==> config.mk <==
export PLATFORM = sky130hd
export DESIGN_NAME = dma_ctrl
export DESIGN_NICKNAME = d
export VERILOG_FILES = /design/src/rtl/dma_pkg.sv /design/src/rtl/dma_regfile.sv /design/src/rtl/dma_ctrl.sv
export SDC_FILE = /design/constraint.sdc
export NUM_CORES = 1
export LEC_CHECK = 0
export ABC_AREA = 1
export CORE_ASPECT_RATIO = 0.8
export CORE_MARGIN = 1.5
export CORE_UTILIZATION = 40
export CTS_CLUSTER_DIAMETER = 80
export CTS_CLUSTER_SIZE = 10
export DETAILED_ROUTE_END_ITERATION = 8
export PLACE_DENSITY = 0.62
export SETUP_SLACK_MARGIN = 0.3
export SLEW_MARGIN = 20
export SYNTH_ARGS = -nofsm -noshare
export SYNTH_HDL_FRONTEND = slang
export SYNTH_HIERARCHICAL = 1
export SYNTH_SLANG_ARGS = --single-unit
export TNS_END_PERCENT = 1
==> constraint.sdc <==
create_clock -name clk -period 2.3 [get_ports clk]
set_clock_uncertainty 0.05 [all_clocks]
set_input_delay 0.23 -clock clk [delete_from_list [all_inputs] [get_ports clk]]
set_output_delay 0.23 -clock clk [all_outputs]
set_load 0.03 [all_outputs]
==> src/rtl/dma_pkg.sv <==
// Shared definitions for the DMA controller: FSM state codes, register map, CTRL/STATUS bits.
package dma_pkg;

    typedef logic [2:0] dma_state_t;

    localparam dma_state_t StIdle    = 3'd0;
    localparam dma_state_t StReq     = 3'd1;
    localparam dma_state_t StWaitGnt = 3'd2;
    localparam dma_state_t StXferRd  = 3'd3;
    localparam dma_state_t StXferWr  = 3'd4;
    localparam dma_state_t StRearm   = 3'd5;
    localparam dma_state_t StDone    = 3'd6;

    localparam logic [2:0] RegSrcH = 3'd0;
    localparam logic [2:0] RegSrcL = 3'd1;
    localparam logic [2:0] RegDstH = 3'd2;
    localparam logic [2:0] RegDstL = 3'd3;
    localparam logic [2:0] RegLenH = 3'd4;
    localparam logic [2:0] RegLenL = 3'd5;
    localparam logic [2:0] RegFill = 3'd6;
    localparam logic [2:0] RegCtrl = 3'd7;

    // CTRL write bits
    localparam int unsigned CtrlStart   = 0;
    localparam int unsigned CtrlMode    = 1;
    localparam int unsigned CtrlIen     = 2;
    localparam int unsigned CtrlAbort   = 6;
    localparam int unsigned CtrlClrDone = 7;

    // STATUS read bits
    localparam int unsigned StatBusy = 0;
    localparam int unsigned StatMode = 1;
    localparam int unsigned StatIen  = 2;
    localparam int unsigned StatDone = 7;

endpackage

==> src/rtl/dma_regfile.sv <==
// CPU-visible register file: write decode, read mux, live address/length counters, DONE/IRQ.
module dma_regfile
    import dma_pkg::*;
(
    input  logic        clk,
    input  logic        reset,
    input  logic        reg_wr,
    input  logic        reg_rd,
    input  logic [2:0]  reg_addr,
    input  logic [7:0]  reg_wdata,
    output logic [7:0]  reg_rdata,
    input  logic        busy_i,
    input  logic        step_i,
    input  logic        done_set_i,
    output logic [14:0] src_o,
    output logic [14:0] dst_o,
    output logic [15:0] len_o,
    output logic [7:0]  fill_o,
    output logic        mode_o,
    output logic        start_o,
    output logic        abort_o,
    output logic        irq_n
);

    logic [14:0] src_q, dst_q;
    logic [15:0] len_q;
    logic [7:0]  fill_q;
    logic        mode_q, ien_q, done_q;
    logic        ctrl_wr, done_clr;
    logic [7:0]  status;

    // CTRL strobes: START only when idle, ABORT only when busy; STATUS read clears DONE.
    always_comb begin
        ctrl_wr  = reg_wr && (reg_addr == RegCtrl);
        start_o  = ctrl_wr && !busy_i && reg_wdata[CtrlStart];
        abort_o  = ctrl_wr && busy_i && reg_wdata[CtrlAbort];
        done_clr = (ctrl_wr && !busy_i && reg_wdata[CtrlClrDone]) ||
                   (reg_rd && (reg_addr == RegCtrl));
    end

    // Register state: CPU writes when idle, counter stepping after each RAM write when busy.
    always_ff @(posedge clk or posedge reset) begin
        if (reset) begin
            src_q  <= '0;
            dst_q  <= '0;
            len_q  <= '0;
            fill_q <= '0;
            mode_q <= 1'b0;
            ien_q  <= 1'b0;
            done_q <= 1'b0;
        end else begin
            if (step_i) begin
                src_q <= src_q + 15'd1;
                dst_q <= dst_q + 15'd1;
                len_q <= len_q - 16'd1;
            end else if (reg_wr && !busy_i) begin
                case (reg_addr)
                    RegSrcH: src_q[14:8] <= reg_wdata[6:0];
                    RegSrcL: src_q[7:0]  <= reg_wdata;
                    RegDstH: dst_q[14:8] <= reg_wdata[6:0];
                    RegDstL: dst_q[7:0]  <= reg_wdata;
                    RegLenH: len_q[15:8] <= reg_wdata;
                    RegLenL: len_q[7:0]  <= reg_wdata;
                    RegFill: fill_q      <= reg_wdata;
                    default: begin
                        mode_q <= reg_wdata[CtrlMode];
                        ien_q  <= reg_wdata[CtrlIen];
                    end
                endcase
            end
            if (ctrl_wr && busy_i) begin
                ien_q <= reg_wdata[CtrlIen];
            end
            // Set wins over a same-cycle clear.
            if (done_set_i) begin
                done_q <= 1'b1;
            end else if (done_clr) begin
                done_q <= 1'b0;
            end
        end
    end

    // Combinational read mux; SRC/DST/LEN are the live counters.
    always_comb begin
        status           = 8'h00;
        status[StatBusy] = busy_i;
        status[StatMode] = mode_q;
        status[StatIen]  = ien_q;
        status[StatDone] = done_q;
        case (reg_addr)
            RegSrcH: reg_rdata = {1'b0, src_q[14:8]};
            RegSrcL: reg_rdata = src_q[7:0];
            RegDstH: reg_rdata = {1'b0, dst_q[14:8]};
            RegDstL: reg_rdata = dst_q[7:0];
            RegLenH: reg_rdata = len_q[15:8];
            RegLenL: reg_rdata = len_q[7:0];
            RegFill: reg_rdata = fill_q;
            default: reg_rdata = status;
        endcase
    end

    // Register outputs to the FSM and interrupt line.
    always_comb begin
        src_o  = src_q;
        dst_o  = dst_q;
        len_o  = len_q;
        fill_o = fill_q;
        mode_o = mode_q;
        irq_n  = ~(done_q & ien_q);
    end

endmodule

==> src/rtl/dma_ctrl.sv <==
// DMA controller top: bus-request FSM, grant synchroniser, burst/rearm counters, RAM port drive.
module dma_ctrl
    import dma_pkg::*;
#(
    parameter int unsigned BURST_MAX    = 14,
    parameter int unsigned REARM_CYCLES = 16
) (
    input  logic        clk,
    input  logic        reset,
    input  logic        reg_wr,
    input  logic        reg_rd,
    input  logic [2:0]  reg_addr,
    input  logic [7:0]  reg_wdata,
    output logic [7:0]  reg_rdata,
    output logic        nDMABREQ,
    input  logic        ba,
    input  logic        bs,
    output logic [14:0] mem_addr,
    output logic        mem_we,
    output logic [7:0]  mem_wdata,
    input  logic [7:0]  mem_rdata,
    output logic        mem_own,
    output logic        irq_n
);

    localparam int unsigned BurstW = $clog2(BURST_MAX + 1);
    localparam int unsigned RearmW = $clog2(REARM_CYCLES + 1);

    dma_state_t        state_q, state_d;
    logic [BurstW-1:0] burst_q, burst_d;
    logic [RearmW-1:0] rearm_q, rearm_d;
    logic              ba_meta_q, bs_meta_q, ba_sync_q, bs_sync_q;
    logic              gnt, busy, xfer, step, done_set, start, abort, mode;
    logic [14:0]       src, dst;
    logic [15:0]       len;
    logic [7:0]        fill;

    dma_regfile u_regfile (
        .clk        (clk),
        .reset      (reset),
        .reg_wr     (reg_wr),
        .reg_rd     (reg_rd),
        .reg_addr   (reg_addr),
        .reg_wdata  (reg_wdata),
        .reg_rdata  (reg_rdata),
        .busy_i     (busy),
        .step_i     (step),
        .done_set_i (done_set),
        .src_o      (src),
        .dst_o      (dst),
        .len_o      (len),
        .fill_o     (fill),
        .mode_o     (mode),
        .start_o    (start),
        .abort_o    (abort),
        .irq_n      (irq_n)
    );

    // Two-flop synchronisers on the CPU bus status lines.
    always_ff @(posedge clk or posedge reset) begin
        if (reset) begin
            ba_meta_q <= 1'b0;
            bs_meta_q <= 1'b0;
            ba_sync_q <= 1'b0;
            bs_sync_q <= 1'b0;
        end else begin
            ba_meta_q <= ba;
            bs_meta_q <= bs;
            ba_sync_q <= ba_meta_q;
            bs_sync_q <= bs_meta_q;
        end
    end

    // FSM and counter state.
    always_ff @(posedge clk or posedge reset) begin
        if (reset) begin
            state_q <= StIdle;
            burst_q <= '0;
            rearm_q <= '0;
        end else begin
            state_q <= state_d;
            burst_q <= burst_d;
            rearm_q <= rearm_d;
        end
    end

    // Next-state: request bus, move bytes while granted, rearm between bursts, honour abort.
    always_comb begin
        gnt      = ba_sync_q & bs_sync_q;
        state_d  = state_q;
        burst_d  = burst_q;
        rearm_d  = rearm_q;
        step     = 1'b0;
        done_set = 1'b0;
        case (state_q)
            StIdle, StDone: begin
                state_d = StIdle;
                if (start) begin
                    if (len == 16'd0) begin
                        done_set = 1'b1;
                    end else begin
                        state_d = StReq;
                    end
                end
            end
            StReq: begin
                burst_d = '0;
                state_d = abort ? StIdle : StWaitGnt;
            end
            StWaitGnt: begin
                if (abort) begin
                    state_d = StIdle;
                end else if (gnt) begin
                    state_d = mode ? StXferWr : StXferRd;
                end
            end
            StXferRd: begin
                if (abort) begin
                    state_d = StIdle;
                end else if (!gnt) begin
                    state_d = StReq;
                end else begin
                    state_d = StXferWr;
                end
            end
            StXferWr: begin
                if (!gnt) begin
                    // Lost grant: the paired read is redone after re-grant.
                    state_d = abort ? StIdle : StReq;
                end else begin
                    step    = 1'b1;
                    burst_d = burst_q + BurstW'(1);
                    if (abort) begin
                        state_d = StIdle;
                    end else if (len == 16'd1) begin
                        done_set = 1'b1;
                        state_d  = StDone;
                    end else if (burst_q == BurstW'(BURST_MAX - 1)) begin
                        rearm_d = '0;
                        state_d = StRearm;
                    end else begin
                        state_d = mode ? StXferWr : StXferRd;
                    end
                end
            end
            StRearm: begin
                if (abort) begin
                    state_d = StIdle;
                end else if (rearm_q == RearmW'(REARM_CYCLES - 1)) begin
                    state_d = StReq;
                end else begin
                    rearm_d = rearm_q + RearmW'(1);
                end
            end
            default: state_d = StIdle;
        endcase
    end

    // Bus request and RAM port drive; all RAM strobes are gated by the synced grant.
    always_comb begin
        busy      = (state_q != StIdle) && (state_q != StDone);
        xfer      = (state_q == StXferRd) || (state_q == StXferWr);
        mem_own   = xfer && gnt;
        mem_we    = (state_q == StXferWr) && gnt;
        mem_addr  = mem_own ? ((state_q == StXferRd) ? src : dst) : 15'd0;
        mem_wdata = mem_we ? (mode ? fill : mem_rdata) : 8'h00;
        nDMABREQ  = !((state_q == StReq) || (state_q == StWaitGnt) || xfer);
    end

endmodule

==> flow_summary.yaml <==
sta:
  hold_viol: 0
  final_max_slew_viol_count: 0
  hold_slack_ns: 0.233
  rsz0062_at_grt: "true"
  fin_crit_ns: 2.01
  tightest_slew_ns: 0.629
  fmaxAchievable_mhz: 497
  setup_viol_count_final: 0
  setup_ws_ns: 0.289
  fin_setup_tns_ns: 0
  relSlewSlack_pct: 58.0
  period_share_pct: 87.4
synth:
  syn-mean-instance-area_um2: 6.69
  synth_top_family_by_area: "simple AND/OR/NAND/NOR gates"
  netlist.area_leader.share_pct: 34.0
  synthCells: 803
  synth.area.top_cells: "dfrtp_1 (34%), nand2_1 (16%), inv_1 (6.5%)"
  syn_nets: 835
  synth_compound_area_share_pct: 16.5
  synthFlopType: "dfrtp_1"
  synthXorXnorAreaFrac_pct: 1.30
  synthMuxAreaShare_pct: 0
  yosys_warnings: 6
  ys_seq_area_share_pct: 34.0
  async_reset_ff_share_pct: 100
  synth_adder_area_share_pct: 1.63
  syn_area_mm2: 0.00537
  ys_types: 43
  synth-seq-cells: 73
  synth_top_area_cell: "dfrtp_1"
  synthSimpleGateAreaFrac_pct: 36.8
  synth_edf_count: 0
placed_design:
  io_buffers: 59
  place_congestion: 0.943
  pre_cts_slack_ns: 0.0900
  dpl.hpwl_um: 13400
layout:
  layout_commonest_cell: "nand2_1"
  final_cell_mix: "nand2_1 (231), inv_1 (89), nor2_1 (85)"
  antennaDiodeCount: 0
  synthToLayoutAreaGrowth_pct: 24.2
  drive_gt1_share_pct: 18.4
  nets: 913
global_route:
  use_met3_pct: 6.43
  grt_pass1_wl_um: 28100
  gr-usage-met1_pct: 36.3
  antenna_found_initial: 0
  grtUsageMet2_pct: 39.0
  grt_pass1_vias: 5368
  grt_usage_pct: 25.8
  grt_busiest_layer: "met2"
  grt-ovfl-total: 0
  grt_start_max_net_pins: 58
setup_path:
  r2r-end: "u_regfile/src_o[12]"
  cp_max_fo: 17
  r2r_start: "state_q[1]"
  startpoint_type: "register"
  rrSetupSlack_ns: 0.33
  rr_worst_depth: 9
  end_kind: "primary output"
  critical_path_arrival_ns: 1.73
  worstPathRequired_ns: 2.02
  critical_path_class: "reg2out"
clock_network:
  clock_tree.root_cell: "clkbuf_16"
  htreeDepth: 3
  clk_pin_slew_ns: 0.06
  cts_made_buffers: 9
  clock_latency_ns: 0.35
  clockBufferDepth: 2
  cts_tree: "yes"
  cts_sinks: 73
drt:
  vias: 5675
  drt_iter0_markers: 420
  wirelength_um: 17600
  first_pass_iters: 5
  ant_nets: 0
  via_per_inst: 5.35
  wl_per_cell_um: 16.6
  drc: 0
power:
  p_leak_nw: 3.17
  cellPowerDensity_mw_per_mm2: 1090
  vdd_ir_drop_max_uv: 510
die:
  ios: 60
  core-area_mm2: 0.0130
  fp.dieH_um: 107
  die_area_mm2: 0.0141
  initial_utilization_pct: 41.4
  fp-row-count: 37
  die_x_um: 133
run_status:
  status: "complete, no violations"
run:
  max-cap-violations: 0
hold_path:
  hold_class: "in2async"
[stage by stage]
stage | cell area (um2) | util (%) | std cells | power, mW
2_1_floorplan | 5370 | - | 803 | 4.57
3_3_place_gp | 6190 | 47.8 | 1041 | 5.57
3_5_place_dp | 6190 | 47.8 | 1041 | 5.62
4_1_cts | 6510 | 50.2 | 1057 | 7.09
5_1_grt | 6670 | 51.4 | 1060 | 7.78
6_report | 6670 | 51.4 | 1060 | 7.24
[cells in the mapped netlist, types with 6 or more instances]
master    instances
nand2_1         233
inv_1            93
nor2_1           90
dfrtp_1          73
nand3_1          52
a21oi_1          41
o21ai_0          32
o21ai_1          26
nand4_1          22
inv_2            15
nor2_2           13
buf_2            10
o21ai_2           9
o22ai_1           9
nor2_4            8
o211ai_1          8
a22oi_1           7
ha_1              7
xor2_1            6
[routing by layer]
metal  wire length, um  vias to the layer above
li1                  -                     2768
met1              8030                     2668
met2              7790                      211
met3              1420                       28
met4               383                        0
met5                 0                        -
[registers in the layout, summed over array words and instances (netlist names), 3 cells and up]
| register | cells |
|---|---|
| u_regfile/len_o | 16 |
| u_regfile/dst_o | 15 |
| u_regfile/src_o | 15 |
| u_regfile/fill_o | 8 |
| rearm_q | 5 |
| burst_q | 4 |
| state_q | 3 |
[cells by family (layout without fill, tap and decap cells)]
| kind of cell | count (synthesis) | count (layout) |
|---|---|---|
| AO/OA/AOI/OAI | 148 | 148 |
| XOR/XNOR | 8 | 8 |
| adder cells (fa/ha/maj) | 7 | 7 |
| buffers and inverters | 128 | 209 |
| flip-flops | 73 | 73 |
| AND/OR/NAND/NOR | 439 | 440 |
[repair_timing]
item	CTS	global route
setup buffers	1	2
resized for setup	1	47
hold buffers	0	0
gates cloned	0	1
endpoints found under the setup margin	73	96
pin swaps	1	2
[worst max-delay path, stage by stage, from the launching register on]
cell,delay (ns)
dfrtp_2,0.48
buf_12,0.18
nand3_4,0.11
buf_8,0.16
nand2_1,0.11
a21oi_1,0.15
buf_4,0.18
[power breakdown]
group | internal, mW | switching (mW) | total (mW)
combinational | 1.16 | 2.08 | 3.24
sequential | 1.83 | 0.723 | 2.55
clock | 0.894 | 0.556 | 1.45
total | 3.88 | 3.36 | 7.24
[how the worst max path moves through the flow]
stage                                     to        start  slack, ns
after detailed placement        reg_rdata[3]  reg_addr[1]       0.09
after global routing      u_regfile/src_o[9]   state_q[1]       0.23
after floorplan           u_regfile/src_o[6]   state_q[0]       0.32
final                            mem_addr[3]   state_q[1]       0.29
after global placement          reg_rdata[3]  reg_addr[0]       0.07
after CTS                       reg_rdata[3]  reg_addr[0]       0.08
[area by class of cell]
type                            count  area [um2]
Timing Repair Buffer               84         768
Inverter                          110         420
Tap cell                          175         219
Clock inverter                      2        37.5
Fill cell                        1319        6290
Sequential cell                    73        1830
Clock buffer                       13         260
Multi-Input combinational cell    603        3130
(Power assumes the default switching activity.)
